==> config.mk <==
export PLATFORM = sky130hd
export DESIGN_NAME = idiv_iterative
export DESIGN_NICKNAME = d
export VERILOG_FILES = /design/src/rtl/idiv_iterative.sv
export SDC_FILE = /design/constraint.sdc
export NUM_CORES = 1
export LEC_CHECK = 0
export ABC_CLOCK_PERIOD_IN_PS = 11100
export BUFFER_PORTS_ARGS = -buffer_cell sky130_fd_sc_hd__buf_2
export CAP_MARGIN = 20
export CORE_ASPECT_RATIO = 0.9
export CORE_MARGIN = 3
export CORE_UTILIZATION = 40
export CTS_BUF_LIST = sky130_fd_sc_hd__clkbuf_8
export DETAILED_ROUTE_END_ITERATION = 16
export HOLD_SLACK_MARGIN = 0.06
export SYNTH_ARGS = -nofsm -noshare
export SYNTH_HDL_FRONTEND = slang
export SYNTH_SLANG_ARGS = --single-unit
==> constraint.sdc <==
create_clock -name clk_i -period 11.1 [get_ports clk_i]
set_input_delay 2.22 -clock clk_i [delete_from_list [all_inputs] [get_ports clk_i]]
set_output_delay 2.22 -clock clk_i [all_outputs]
set_load 0.01 [all_outputs]
==> src/rtl/idiv_iterative.sv <==
// idiv_iterative
//   Multi-cycle restoring integer divider, signed or unsigned, resolving
//   bits_per_iter_p quotient bits per cycle. It is intended as a
//   long-latency functional unit beside an integer pipeline.
//
//   Ports:
//     clk_i, reset_i         clock (rising edge), async active-high reset
//     v_i / ready_and_o      request handshake (accepted when both high)
//     dividend_i, divisor_i  operands, width_p bits
//     signed_div_i           1 = two's-complement, 0 = unsigned
//     v_o / yumi_i           result handshake (yumi_i only while v_o)
//     quotient_o             quotient, width_p bits
//     remainder_o            remainder, width_p bits
module idiv_iterative #(
   parameter int unsigned width_p         = 32,
   parameter int unsigned bits_per_iter_p = 1
) (
   input  logic               clk_i,
   input  logic               reset_i,
   input  logic               v_i,
   output logic               ready_and_o,
   input  logic [width_p-1:0] dividend_i,
   input  logic [width_p-1:0] divisor_i,
   input  logic               signed_div_i,
   output logic [width_p-1:0] quotient_o,
   output logic [width_p-1:0] remainder_o,
   output logic               v_o,
   input  logic               yumi_i
);

   localparam int unsigned ITERS = width_p / bits_per_iter_p;
   localparam int unsigned CNT_W = $clog2(ITERS + 1);
   localparam logic [CNT_W-1:0] ITERS_C = CNT_W'(ITERS);

   typedef enum logic [1:0] {
      S_IDLE,
      S_CALC,
      S_FIX,
      S_DONE
   } state_e;

   state_e             state_q, state_d;
   logic [CNT_W-1:0]   cnt_q, cnt_d;
   // quo_q starts as the dividend magnitude; its MSBs shift into the
   // partial remainder while quotient bits shift in at the LSB.
   logic [width_p-1:0] quo_q, quo_d;
   logic [width_p:0]   rem_q, rem_d;
   logic [width_p-1:0] dvsr_q, dvsr_d;
   logic               neg_quo_q, neg_quo_d;
   logic               neg_rem_q, neg_rem_d;
   logic               div0_q, div0_d;
   logic [width_p-1:0] res_quo_q, res_quo_d;
   logic [width_p-1:0] res_rem_q, res_rem_d;

   logic [width_p:0]   iter_rem;
   logic [width_p-1:0] iter_quo;

   assign ready_and_o = (state_q == S_IDLE);
   assign v_o         = (state_q == S_DONE);
   assign quotient_o  = res_quo_q;
   assign remainder_o = res_rem_q;

   // bits_per_iter_p restoring steps chained combinationally, MSB first.
   always_comb begin
      iter_rem = rem_q;
      iter_quo = quo_q;
      for (int unsigned i = 0; i < bits_per_iter_p; i++) begin
         iter_rem = {iter_rem[width_p-1:0], iter_quo[width_p-1]};
         iter_quo = {iter_quo[width_p-2:0], 1'b0};
         if (iter_rem >= {1'b0, dvsr_q}) begin
            iter_rem    = iter_rem - {1'b0, dvsr_q};
            iter_quo[0] = 1'b1;
         end
      end
   end

   always_comb begin
      state_d   = state_q;
      cnt_d     = cnt_q;
      quo_d     = quo_q;
      rem_d     = rem_q;
      dvsr_d    = dvsr_q;
      neg_quo_d = neg_quo_q;
      neg_rem_d = neg_rem_q;
      div0_d    = div0_q;
      res_quo_d = res_quo_q;
      res_rem_d = res_rem_q;

      case (state_q)
         S_IDLE: begin
            if (v_i) begin
               quo_d     = (signed_div_i && dividend_i[width_p-1]) ? -dividend_i : dividend_i;
               dvsr_d    = (signed_div_i && divisor_i[width_p-1])  ? -divisor_i  : divisor_i;
               rem_d     = '0;
               neg_quo_d = signed_div_i && (dividend_i[width_p-1] ^ divisor_i[width_p-1]);
               neg_rem_d = signed_div_i && dividend_i[width_p-1];
               div0_d    = (divisor_i == '0);
               cnt_d     = ITERS_C;
               state_d   = S_CALC;
            end
         end
         S_CALC: begin
            if (cnt_q == '0) begin
               state_d = S_FIX;
            end else begin
               rem_d = iter_rem;
               quo_d = iter_quo;
               cnt_d = cnt_q - CNT_W'(1);
            end
         end
         S_FIX: begin
            // Divide by zero leaves |dividend| as remainder, so the usual
            // remainder sign fix restores the original dividend; only the
            // quotient needs forcing to all ones.
            res_quo_d = div0_q ? '1 : (neg_quo_q ? -quo_q : quo_q);
            res_rem_d = neg_rem_q ? -rem_q[width_p-1:0] : rem_q[width_p-1:0];
            state_d   = S_DONE;
         end
         S_DONE: begin
            if (yumi_i) state_d = S_IDLE;
         end
         default: state_d = S_IDLE;
      endcase
   end

   always_ff @(posedge clk_i or posedge reset_i) begin
      if (reset_i) begin
         state_q   <= S_IDLE;
         cnt_q     <= '0;
         quo_q     <= '0;
         rem_q     <= '0;
         dvsr_q    <= '0;
         neg_quo_q <= 1'b0;
         neg_rem_q <= 1'b0;
         div0_q    <= 1'b0;
         res_quo_q <= '0;
         res_rem_q <= '0;
      end else begin
         state_q   <= state_d;
         cnt_q     <= cnt_d;
         quo_q     <= quo_d;
         rem_q     <= rem_d;
         dvsr_q    <= dvsr_d;
         neg_quo_q <= neg_quo_d;
         neg_rem_q <= neg_rem_d;
         div0_q    <= div0_d;
         res_quo_q <= res_quo_d;
         res_rem_q <= res_rem_d;
      end
   end

endmodule

# Yosys cells after proc, flatten, opt, wreduce, memory -nomap -nowiden
# Cells that the tools add are included.
# op_classes
n_addsub,6
magnitude_cmp,1
eq_ne,7
mux,20
n_bitwise,1
n_reduce_logical,10
# op_table
operator,n
32-bit two-way mux,10
32-bit negator,4
32-bit case mux with 2 select lines,2
33-bit by 32-bit >= comparator with 1-bit output,1
32-bit zero test,1
32-bit subtractor,1
6-bit two-way mux,2
6-bit case mux with 2 select lines,1
2-bit case mux with 4 select lines,1
6-bit zero test,1
2-bit two-way mux,3
"2-bit inequality test, second input constant",3
3-bit AND reduction,2
"6-bit by 1-bit subtractor with 6-bit output, second input constant",1
"2-bit == test, second input constant",2
1-bit logical AND,3
"2-bit by 1-bit == test with 1-bit output, second input constant",1
2-bit zero test,1
"2-bit by 1-bit inequality test with 1-bit output, second input constant",1
2-bit AND reduction,1
2-bit nonzero test,1
1-bit two-way mux,1
1-bit XOR,1
# totals
regBits,171
out_inout_bits,66

# Logic depth before layout (Yosys ltp)
# Gate-level depths: netlist of the first run.
# depth
depth_word,4
mapped_depth,12
depth_no_buf,12

# Least setup slack after synthesis of the first run
# Ideal clock, no wire load.
# synth_timing
path_type,input -> register
start,input divisor_i[8]
end,register dvsr_q[28]
arrival_ns,4.134
required_time_ns,10.965
slack_ns,6.832
cell_stages,8
n_path_buf,0
path_cell_list,nor4_1 > nand4b_1 > nor4_1 > nor3b_1 > nand2_1 > o31ai_1 > xor2_1 > o21ai_0
# synth_via
elab_chain_len,2
# synth_rtl
item,line_no,rtl
start: declaration,23,"input logic [width_p-1:0] divisor_i,"
32-bit negator,93,dvsr_d = (signed_div_i && divisor_i[width_p-1]) ? -divisor_i : divisor_i;
32-bit two-way mux,93,
end signal: assignment,143,dvsr_q <= dvsr_d;
end: declaration,48,"logic [width_p-1:0] dvsr_q, dvsr_d;"
# No other way between the ends.
# A chain may end at the register's enable or synchronous reset.

# Worst setup path in the final report of the first run
# Ends and elaborated chain as after synthesis.

==> flow_metrics.env, run 1 <==
export IMPL_drv_cap=0
export IMPL_post_cts_resized=0
export IMPL_antenna_found_initial=0
export IMPL_grt_pass1_vias=9081
export IMPL_die_area_sq_um=30260
export IMPL_synth_mux_area_frac=0.006988
export IMPL_hpwl_um=22040
export IMPL_ant_nets=0
export IMPL_endpoint_kind="flip-flop"
export IMPL_grt_pass1_wl_um=48130
export IMPL_yosysSeqAreaShare=0.3793
export IMPL_ios=135
export IMPL_ys_seq_elements=171
export IMPL_ff2ff_path_depth=10
export IMPL_cts_buffer_depth=2
export IMPL_cp_data_required_time_ps=11420
export IMPL_hold_depth=2
export IMPL_syn_avg_cell_area_sq_um=8.527
export IMPL_crit_chain="buf_2, nor4_1, nand4b_1, nor4_1, nor3b_1, nand2_1, o31ai_1, xor2_1, o21ai_0"
export IMPL_crit_fanout=5
export IMPL_wirelength_um=29530
export IMPL_antenna_cells=0
export IMPL_synth_fa_ha_area_frac=0.04836
export IMPL_slew_violations=0
export IMPL_p_sw_frac=0.4888
export IMPL_pwr_share_comb=0.585
export IMPL_cts_setup_buffers=0
export IMPL_worst_setup_path_start_kind="input pin"
export IMPL_place_gp_congestion=0.8968
export IMPL_synth_area_leaders="dfrtp_1 (38%), xnor2_1 (5.7%), xor2_1 (5.7%)"
export IMPL_grt_max_degree=98
export IMPL_cts_tree="built"
export IMPL_rsz0062_at_grt="no"
export IMPL_nets=1523
export IMPL_yosys_area_share_simple=0.1837
export IMPL_hp_class="flip-flop to flip-flop"
export IMPL_rrSetupSlack_ps=7430
export IMPL_final_common_cell="dfrtp_1"
export IMPL_final_cell_mix="dfrtp_1 (171), nand2_1 (137), buf_2 (134), o21ai_0 (120), a21oi_1 (117)"
export IMPL_max_stage_delay_ps=550
export IMPL_hold_buffers=0
export IMPL_syn_inst=1323
export IMPL_setup_tns_ps=0
export IMPL_drtPass1Iterations=5
export IMPL_die_x_um=183.0
export IMPL_synth_top_family_by_area="compound AO/OA/AOI/OAI gates"
export IMPL_setup_viol=0
export IMPL_synth_top_cell_area_share=0.3793
export IMPL_synthArstFlopShare=1.000
export IMPL_clk_latency_ps=470
export IMPL_worstMarginPinSlew_ps=1040
export IMPL_netlist_area_sq_um=11280
export IMPL_clkPwrFrac=0.112
export IMPL_synth_xor_area_share=0.1141
export IMPL_synth_nets=1435
export IMPL_yosysWarnings=0
export IMPL_pwr_share_seq=0.303
export IMPL_worst_clock_skew_ps=22.91
export IMPL_intPower_w=0.002107
export IMPL_drc=0
export IMPL_cts_clk_slew_worst_paths_ps=90
export IMPL_power_density_nw_per_um2=326.4
export IMPL_path_class="input pin to flip-flop"
export IMPL_synth_edf_count=0
export IMPL_core_sq_um=27390
export IMPL_numPortBuffers=134
export IMPL_die_height_um=165.3
export IMPL_synth_flop_cell="dfrtp_1"
export IMPL_cts_buffers=17
export IMPL_dr_first_iter_drc_count=592
export IMPL_design_area_sq_um=12630
export IMPL_slowest_stage="nor3b_1"
export IMPL_clockRootBuffer="clkbuf_8"
export IMPL_max_freq_mhz=222.5
export IMPL_total_leakage_power_nw=5.463
export IMPL_clock_sinks=171
export IMPL_overflow=0
export IMPL_synth_compound_area_share=0.2245
export IMPL_drive_gt1_frac=0.1440
export IMPL_grt_usage=0.1964
export IMPL_area_growth_synth_to_final_pct=11.95
export IMPL_status="completed"
export IMPL_crit_top_cell="nor4_1"
export IMPL_num_vias=9838
export IMPL_peakVddDrop_uv=138.0
export IMPL_finalCritPeriodShare=0.4049
export IMPL_maxSlewHeadroom=0.3064
export IMPL_placed_area_sq_um=12210
export IMPL_rows=57
export IMPL_ys_types=71
export IMPL_avgViaCountPerCell=5.533
export IMPL_min_period_ps=4495
export IMPL_htreeDepth=4
export IMPL_wire_per_inst_um=16.61
export IMPL_hold_viol_final=0
export IMPL_floorplan_initialDensity=0.4119
export IMPL_p_sw_w=0.002015
export IMPL_yosysTopAreaCell="dfrtp_1"
export IMPL_arrival_ps=4820
## cell usage after synthesis (10+ instances only)
| library cell | number |
|---|---|
| a31oi_1 | 16 |
| a21o_1 | 18 |
| o311ai_0 | 15 |
| inv_1 | 53 |
| nor4_1 | 12 |
| nor3_1 | 15 |
| or3_1 | 10 |
| dfrtp_1 | 171 |
| nand3_1 | 63 |
| ha_1 | 42 |
| o21ai_0 | 120 |
| xor2_1 | 73 |
| and3_1 | 12 |
| clkbuf_1 | 59 |
| a21oi_1 | 117 |
| o41ai_1 | 16 |
| or4_1 | 13 |
| xnor2_1 | 74 |
| nand2b_1 | 14 |
| o31ai_1 | 25 |
| o22a_1 | 29 |
| nor2_1 | 103 |
| nand2_1 | 138 |
## power groups by stage
stage / logic [W] / registers, W / clock network, W
6_report: 0.00241 / 0.00125 / 0.000463
5_1_grt: 0.00272 / 0.00129 / 0.000501
4_1_cts: 0.00240 / 0.00124 / 0.000474
3_5_place_dp: 0.00240 / 0.00126 / 0
3_3_place_gp: 0.00238 / 0.00125 / 0
2_1_floorplan: 0.00179 / 0.00119 / 0
## worst max-delay path, delay by kind of cell
| kind | cells | cell delay [ps] |
|---|---|---|
| xor gates and xnor gates | 1 | 180 |
| and+or+nand+nor | 5 | 1940 |
| AOI/OAI and AO/OA | 2 | 350 |
| buffers and inverters | 1 | 120 |
## area by class of cell
| class | count | area [sq um] |
|---|---|---|
| timing repair buffer | 143 | 745.7 |
| clock buffer | 18 | 247.7 |
| sequential | 171 | 4279 |
| inverter | 53 | 203.9 |
| clock inverter | 14 | 156.4 |
| fill | 2772 | 14760 |
| multi-input combinational | 1025 | 6553 |
| tap | 354 | 442.9 |
## layer usage
layer | routed length (um) | track usage | up-vias
li1 | - | - | 4936
met3 | 1679 | 0.02891 | 14
met2 | 12280 | 0.2940 | 227
met4 | 208 | 0.03808 | 0
met1 | 15360 | 0.3020 | 4661
met5 | 0 | 0 | -
## state kept, by name, indices dropped and copies added (netlist names)
signal	cells
remainder_o	32
cnt_q	6
neg_quo_q	1
quotient_o	32
rem_q	32
neg_rem_q	1
dvsr_q	32
div0_q	1
quo_q	32
state_q	2
## stage by stage
stage          utilization  power (W)  hold slack, ps  std cells  worst slack [ps]
6_report            0.4611   0.004122           483.6       1778              6605
5_1_grt             0.4611   0.004510           498.4       1778              6298
4_1_cts             0.4606   0.004121           490.3       1777              6617
3_5_place_dp        0.4458   0.003652           470.4       1745              6124
3_3_place_gp        0.4458   0.003627           461.5       1745              6204
2_1_floorplan            -   0.002979           449.8       1323              4248
## cell families after synthesis
| logic type | Yosys count |
|---|---|
| AND/OR/NAND/NOR | 427 |
| AO/OA/AOI/OAI | 401 |
| flip-flops | 171 |
| XOR/XNOR | 147 |
| buffers and inverters | 127 |
| adder cells (fa/ha/maj) | 43 |
| multiplexers | 7 |
## final timing paths
| kind | start | to |
|---|---|---|
| max | divisor_i[8] | dvsr_q[28] |
| min | dvsr_q[18] | dvsr_q[18] |
| max reg2reg | rem_q[3] | rem_q[9] |
| min reg2reg | dvsr_q[18] | dvsr_q[18] |
| max in group asynchronous | reset_i | dvsr_q[23] |
| min in group asynchronous | reset_i | remainder_o[16] |
No activity file was read; power rests on OpenSTA's default activity.
==> run 2: changes to the inputs <==
--- a/config.mk
+++ b/config.mk
@@ -5,7 +5,7 @@
 export SDC_FILE = /design/constraint.sdc
 export NUM_CORES = 1
 export LEC_CHECK = 0
-export ABC_CLOCK_PERIOD_IN_PS = 11100
+export ABC_CLOCK_PERIOD_IN_PS = 3800
 export BUFFER_PORTS_ARGS = -buffer_cell sky130_fd_sc_hd__buf_2
 export CAP_MARGIN = 20
 export CORE_ASPECT_RATIO = 0.9
==> constraint.sdc (replaced) <==
create_clock -name clk_i -period 3.8 [get_ports clk_i]
set_input_delay 0.76 -clock clk_i [delete_from_list [all_inputs] [get_ports clk_i]]
set_output_delay 0.76 -clock clk_i [all_outputs]
set_load 0.01 [all_outputs]
==> run 2 against run 1 <==
Against the previous run: worst setup slack got worse by 6300 ps; sequential share of layout area shrank 0.40 points; power grew to 3.0 times the previous value; cell count increased by 0.90%; register-to-register slack got worse by 7100 ps; final area rose by 1.2%; critical path depth unchanged; sequential cell count is the same; critical path type is now flip-flop to flip-flop.
==> flow_metrics.env, run 2 (synthesis gave the netlist of run 1 again) <==
export IMPL_ant_nets=0
export IMPL_cts_buffer_depth=2
export IMPL_rows=57
export IMPL_crit_fanout=15
export IMPL_pwr_share_seq=0.292
export IMPL_die_x_um=183.0
export IMPL_core_sq_um=27390
export IMPL_intPower_w=0.006293
export IMPL_multiInputGateArea_sq_um=6553
export IMPL_n_fill_cell=2729
export IMPL_post_cts_resized=0
export IMPL_die_area_sq_um=30260
export IMPL_rsz0062_at_grt="no"
export IMPL_area_growth_synth_to_final_pct=13.28
export IMPL_clkPwrFrac=0.115
export IMPL_maxSlewHeadroom=0.3538
export IMPL_drv_cap=0
export IMPL_placed_area_sq_um=12340
export IMPL_dr_first_iter_drc_count=668
export IMPL_finalCritPeriodShare=0.9114
export IMPL_place_gp_congestion=0.9184
export IMPL_hold_buffers=0
export IMPL_cts_tree="built"
export IMPL_power_density_nw_per_um2=961.4
export IMPL_nets=1539
export IMPL_total_leakage_power_nw=5.549
export IMPL_ios=135
export IMPL_rr_endpoint="rem_q[5]"
export IMPL_grt_usage=0.2010
export IMPL_numPortBuffers=134
export IMPL_wirelength_um=30320
export IMPL_status="completed"
export IMPL_setup_tns_ps=0
export IMPL_grt_pass1_vias=9091
export IMPL_floorplan_initialDensity=0.4119
export IMPL_grt_pass1_wl_um=49130
export IMPL_path_class="flip-flop to flip-flop"
export IMPL_worst_setup_path_start_kind="flip-flop"
export IMPL_setup_viol=0
export IMPL_clk_latency_ps=470
export IMPL_rrSetupSlack_ps=340
export IMPL_overflow=0
export IMPL_cts_clk_slew_worst_paths_ps=100
export IMPL_hp_start="dvsr_q[23]"
export IMPL_ff2ff_path_depth=9
export IMPL_cp_data_required_time_ps=4160
export IMPL_htreeDepth=4
export IMPL_pwr_share_comb=0.593
export IMPL_total_power_w=0.01229
export IMPL_hold_viol_final=0
export IMPL_p_sw_frac=0.4878
export IMPL_hp_class="flip-flop to flip-flop"
export IMPL_final_cell_mix="dfrtp_1 (171), nand2_1 (137), buf_2 (134), o21ai_0 (120), a21oi_1 (117)"
export IMPL_worstMarginPinSlew_ps=969.3
export IMPL_peakVddDrop_uv=443.4
export IMPL_antenna_cells=0
export IMPL_final_common_cell="dfrtp_1"
export IMPL_drive_gt1_frac=0.1542
export IMPL_num_vias=9988
export IMPL_hpwl_um=22800
export IMPL_max_freq_mhz=288.7
export IMPL_die_height_um=165.3
export IMPL_wire_per_inst_um=16.90
export IMPL_r2r_start="rem_q[15]"
export IMPL_grt_max_degree=172
export IMPL_antenna_found_initial=0
export IMPL_final_util=0.4666
export IMPL_p_sw_w=0.005993
export IMPL_cts_setup_buffers=0
export IMPL_whs_endpoint="dvsr_q[23]"
export IMPL_clock_sinks=171
export IMPL_avgViaCountPerCell=5.567
export IMPL_register_area_sq_um=4279
export IMPL_cts_buffers=17
export IMPL_worst_clock_skew_ps=18.00
export IMPL_slew_violations=0
export IMPL_hold_depth=2
export IMPL_clockRootBuffer="clkbuf_8"
export IMPL_endpoint_kind="flip-flop"
export IMPL_drtPass1Iterations=6
export IMPL_drc=0
export IMPL_arrival_ps=3830
export IMPL_min_period_ps=3463
export IMPL_design_area_sq_um=12780
export IMPL_final_cells=1794
export IMPL_placed_cells=1761
-- run 2: cell count changes in the layout (fill, tap and decap cells not counted) --
cell and change:
buf_12 +1, buf_4 +15, clkinv_2 -1, clkinv_4 -1, clkinvlp_4 +1, inv_1 -1
inv_6 -2, inv_8 +4
-- run 2: worst max-delay path by stage --
stage | from | cells after the start | end
floorplan | reset_i | 1 | cnt_q[0]
global placement | rem_q[15] | 9 | rem_q[14]
detailed placement | rem_q[15] | 9 | rem_q[3]
CTS | rem_q[15] | 9 | rem_q[5]
global route | quo_q[31] | 12 | rem_q[28]
finish | rem_q[15] | 9 | rem_q[5]
-- run 2: worst max-delay path: stages (launching register included) --
cell and delay (ps):
dfrtp_1 470, ha_1 420, a21oi_1 230, o21ai_0 180
a221oi_1 450, a31oi_2 310, a311oi_4 740, buf_4 330
nand3_1 100, o311ai_0 130
-- run 2: through the flow --
| stage | hold WS, ps | setup WS (ps) |
|---|---|---|
| 6_report | 484.1 | 336.8 |
| 5_1_grt | 509.7 | 99.96 |
| 4_1_cts | 491.9 | 353.0 |
| 3_5_place_dp | 470.0 | 385.9 |
| 3_3_place_gp | 461.3 | 482.1 |
| 2_1_floorplan | 449.8 | 857.3 |
-- run 2: power by group through the flow --
| stage | logic, W | registers, W | clock network [W] |
|---|---|---|---|
| 6_report | 0.00729 | 0.00359 | 0.00141 |
| 2_1_floorplan | 0.00522 | 0.00348 | 0 |
| 5_1_grt | 0.00816 | 0.00372 | 0.00153 |
| 3_3_place_gp | 0.00721 | 0.00359 | 0 |
| 4_1_cts | 0.00728 | 0.00358 | 0.00144 |
| 3_5_place_dp | 0.00726 | 0.00362 | 0 |
-- run 2: layer usage --
metal / vias up / track usage / share of wire
li1: 4963 / - / -
met1: 4724 / 0.3090 / 0.51
met2: 281 / 0.3011 / 0.43
met3: 20 / 0.02891 / 0.056
met4: 0 / 0.03981 / 0.010
met5: - / 0 / 0
-- run 2: cell type report --
cell class,instances,share of cell area
multi-input combinational,1025,0.5128
sequential,171,0.3349
timing repair buffer,159,0.06874
tap,354,0.03466
clock buffer,18,0.01939
inverter,53,0.01586
clock inverter,14,0.01371
==> run 3: changes to the inputs <==
--- a/config.mk
+++ b/config.mk
@@ -5,13 +5,13 @@
 export SDC_FILE = /design/constraint.sdc
 export NUM_CORES = 1
 export LEC_CHECK = 0
+export ABC_AREA = 1
 export ABC_CLOCK_PERIOD_IN_PS = 3800
 export BUFFER_PORTS_ARGS = -buffer_cell sky130_fd_sc_hd__buf_2
 export CAP_MARGIN = 20
-export CORE_ASPECT_RATIO = 0.9
+export CORE_ASPECT_RATIO = 0.7
 export CORE_MARGIN = 3
 export CORE_UTILIZATION = 40
-export CTS_BUF_LIST = sky130_fd_sc_hd__clkbuf_8
 export DETAILED_ROUTE_END_ITERATION = 16
 export HOLD_SLACK_MARGIN = 0.06
 export SYNTH_ARGS = -nofsm -noshare
==> run 3 against run 2 <==
Against the previous run: highest routed layer is now met5; clock skew decreased by 4.2 ps; final area increased by 19%; via count increased by 40%.
==> flow_metrics.env, run 3 <==
export IMPL_ys_seq_elements=171
export IMPL_min_period_ps=2765
export IMPL_grt_pass1_vias=12139
export IMPL_drtPass1Iterations=8
export IMPL_rows=55
export IMPL_post_cts_resized=0
export IMPL_ant_nets=0
export IMPL_grt_max_degree=75
export IMPL_worst_clock_skew_ps=13.82
export IMPL_peakVddDrop_uv=344.9
export IMPL_ios=135
export IMPL_arrival_ps=3090
export IMPL_clock_sinks=171
export IMPL_die_area_sq_um=36190
export IMPL_drc=0
export IMPL_ys_types=51
export IMPL_synth_nets=2229
export IMPL_synthArstFlopShare=1.000
export IMPL_antenna_cells=0
export IMPL_setup_viol=0
export IMPL_max_freq_mhz=361.7
export IMPL_cts_buffers=17
export IMPL_hp_class="input pin to async pin"
export IMPL_wire_per_inst_um=17.30
export IMPL_clk_latency_ps=440
export IMPL_place_gp_congestion=0.9971
export IMPL_netlist_area_sq_um=13570
export IMPL_intPower_w=0.006744
export IMPL_total_leakage_power_nw=7.921
export IMPL_synth_flop_cell="dfrtp_1"
export IMPL_yosysTopAreaCell="dfrtp_1"
export IMPL_drv_cap=0
export IMPL_num_vias=13945
export IMPL_r2r_start="quo_q[31]"
export IMPL_overflow=0
export IMPL_grt_pass1_wl_um=70580
export IMPL_dr_first_iter_drc_count=1604
export IMPL_cts_clk_slew_worst_paths_ps=80
export IMPL_cts_buffer_depth=2
export IMPL_synth_area_leaders="dfrtp_1 (32%), nand2_1 (17%), nand3_1 (8.7%)"
export IMPL_worstMarginPinSlew_ps=974.4
export IMPL_drive_gt1_frac=0.1098
export IMPL_die_height_um=160.1
export IMPL_ff2ff_path_depth=12
export IMPL_nets=2331
export IMPL_finalCritPeriodShare=0.7276
export IMPL_floorplan_initialDensity=0.4124
export IMPL_yosysMostFrequentCell="nand2_1"
export IMPL_p_sw_frac=0.5479
export IMPL_yosysWarnings=0
export IMPL_antenna_found_initial=1
export IMPL_final_util=0.4629
export IMPL_p_sw_w=0.008172
export IMPL_core_sq_um=32890
export IMPL_status="completed"
export IMPL_power_density_nw_per_um2=979.5
export IMPL_rr_endpoint="rem_q[10]"
export IMPL_worst_setup_path_start_kind="flip-flop"
export IMPL_yosysSeqAreaShare=0.3154
export IMPL_rrSetupSlack_ps=1040
export IMPL_clockRootBuffer="clkbuf_16"
export IMPL_cts_setup_buffers=0
export IMPL_endpoint_kind="flip-flop"
export IMPL_syn_inst=2117
export IMPL_design_area_sq_um=15230
export IMPL_hpwl_um=37030
export IMPL_pwr_share_comb=0.642
export IMPL_clkPwrFrac=0.117
export IMPL_final_cells=2659
export IMPL_grt_usage=0.2516
export IMPL_ys_top_cells_by_count="nand2_1 (610), inv_1 (309), nand3_1 (235)"
export IMPL_avgViaCountPerCell=5.244
export IMPL_maxSlewHeadroom=0.3497
export IMPL_slew_violations=0
export IMPL_synth_edf_count=0
export IMPL_hold_buffers=0
export IMPL_hold_viol_final=0
export IMPL_rsz0062_at_grt="no"
export IMPL_final_cell_mix="nand2_1 (610), inv_1 (308), nand3_1 (235), nor2_1 (203), dfrtp_1 (171)"
export IMPL_path_class="flip-flop to flip-flop"
export IMPL_placed_area_sq_um=14630
export IMPL_pwr_share_seq=0.241
export IMPL_cts_tree="built"
export IMPL_placed_cells=2626
export IMPL_final_common_cell="nand2_1"
export IMPL_area_growth_synth_to_final_pct=12.25
export IMPL_synth_top_cell_area_share=0.3154
export IMPL_die_x_um=226.1
export IMPL_setup_tns_ps=0
export IMPL_n_fill_cell=3548
export IMPL_syn_avg_cell_area_sq_um=6.408
export IMPL_total_power_w=0.01492
export IMPL_cp_data_required_time_ps=4130
export IMPL_numPortBuffers=134
export IMPL_htreeDepth=4
export IMPL_crit_fanout=4
export IMPL_wirelength_um=45990
## run 3: cell count changes after synthesis, sizes merged, moves of 16 or more
| cell | delta |
|---|---|
| nand2 | +486 |
| inv | +266 |
| nand3 | +178 |
| nor2 | +118 |
| xnor2 | -55 |
| a21oi | -42 |
| xor2 | -34 |
| nand4 | +30 |
| o22a | -29 |
| clkbuf | -24 |
| o31ai | -20 |
| buf | +19 |
| a21o | -16 |
| o41ai | -16 |
## run 3: worst max path at each step
| stage | startpoint | to | slack [ps] | cells past startpoint |
|---|---|---|---|---|
| global placement | dividend_i[31] | quo_q[10] | 1150 | 7 |
| floorplan | reset_i | cnt_q[0] | 860 | 1 |
| finish | quo_q[31] | rem_q[10] | 1040 | 12 |
| global route | cnt_q[0] | quo_q[12] | 860 | 10 |
| CTS | quo_q[31] | rem_q[14] | 1130 | 12 |
| detailed placement | dividend_i[31] | quo_q[16] | 1120 | 8 |
## run 3: logic make-up after synthesis
| group | after synthesis | synth area share |
|---|---|---|
| and+or+nand+nor | 1167 | 0.3738 |
| adders and majority gates | 43 | 0.04021 |
| AOI/OAI and AO/OA | 288 | 0.1198 |
| buffers and inverters | 390 | 0.1133 |
| DFF | 171 | 0.3154 |
| xor gates and xnor gates | 58 | 0.03745 |
## run 3: metal layers
| metal | vias to the layer above | share of wire | GRT usage |
|---|---|---|---|
| li1 | 7004 | - | - |
| met1 | 6400 | 0.56 | 0.4453 |
| met2 | 525 | 0.34 | 0.2908 |
| met3 | 14 | 0.095 | 0.06854 |
| met4 | 2 | 0.0046 | 0.02638 |
| met5 | - | 0.00028 | 0 |
## run 3: layout make-up
type                            instances  area (sq um)  share of cell area
Inverter                              321          1209             0.07938
Multi-Input combinational cell       1556          7759              0.5095
Sequential cell                       171          4279              0.2810
Timing Repair Buffer                  152         875.8             0.05752
Tap cell                              427         534.3             0.03509
Clock buffer                           20         446.7             0.02933
Clock inverter                         12         123.9            0.008135
## run 3: metrics by stage
step | hold WS (ps) | worst slack [ps]
2_1_floorplan | 449.1 | 857.3
3_3_place_gp | 458.1 | 1152
3_5_place_dp | 461.3 | 1116
4_1_cts | 480.1 | 1134
5_1_grt | 495.3 | 856.3
6_report | 461.8 | 1035
## run 3: critical path, cell delays in order, from the launching register on
cell and delay, ps:
dfrtp_1 430, inv_1 200, ha_1 180, inv_1 100, fa_1 470, nand3_1 120, nand3_1 210, nand2_1 120
nand2_1 130, xnor2_1 420, nand2_1 130, nand3_1 80, o21ai_1 70
## run 3: power groups by stage
stage	Clock, W	Combinational, W	Sequential (W)
final	0.00175	0.00958	0.00359
after global routing	0.00185	0.0107	0.00368
after CTS	0.00177	0.00939	0.00354
after global placement	0	0.00931	0.00353
after floorplan	0	0.00667	0.00339
after detailed placement	0	0.00935	0.00357
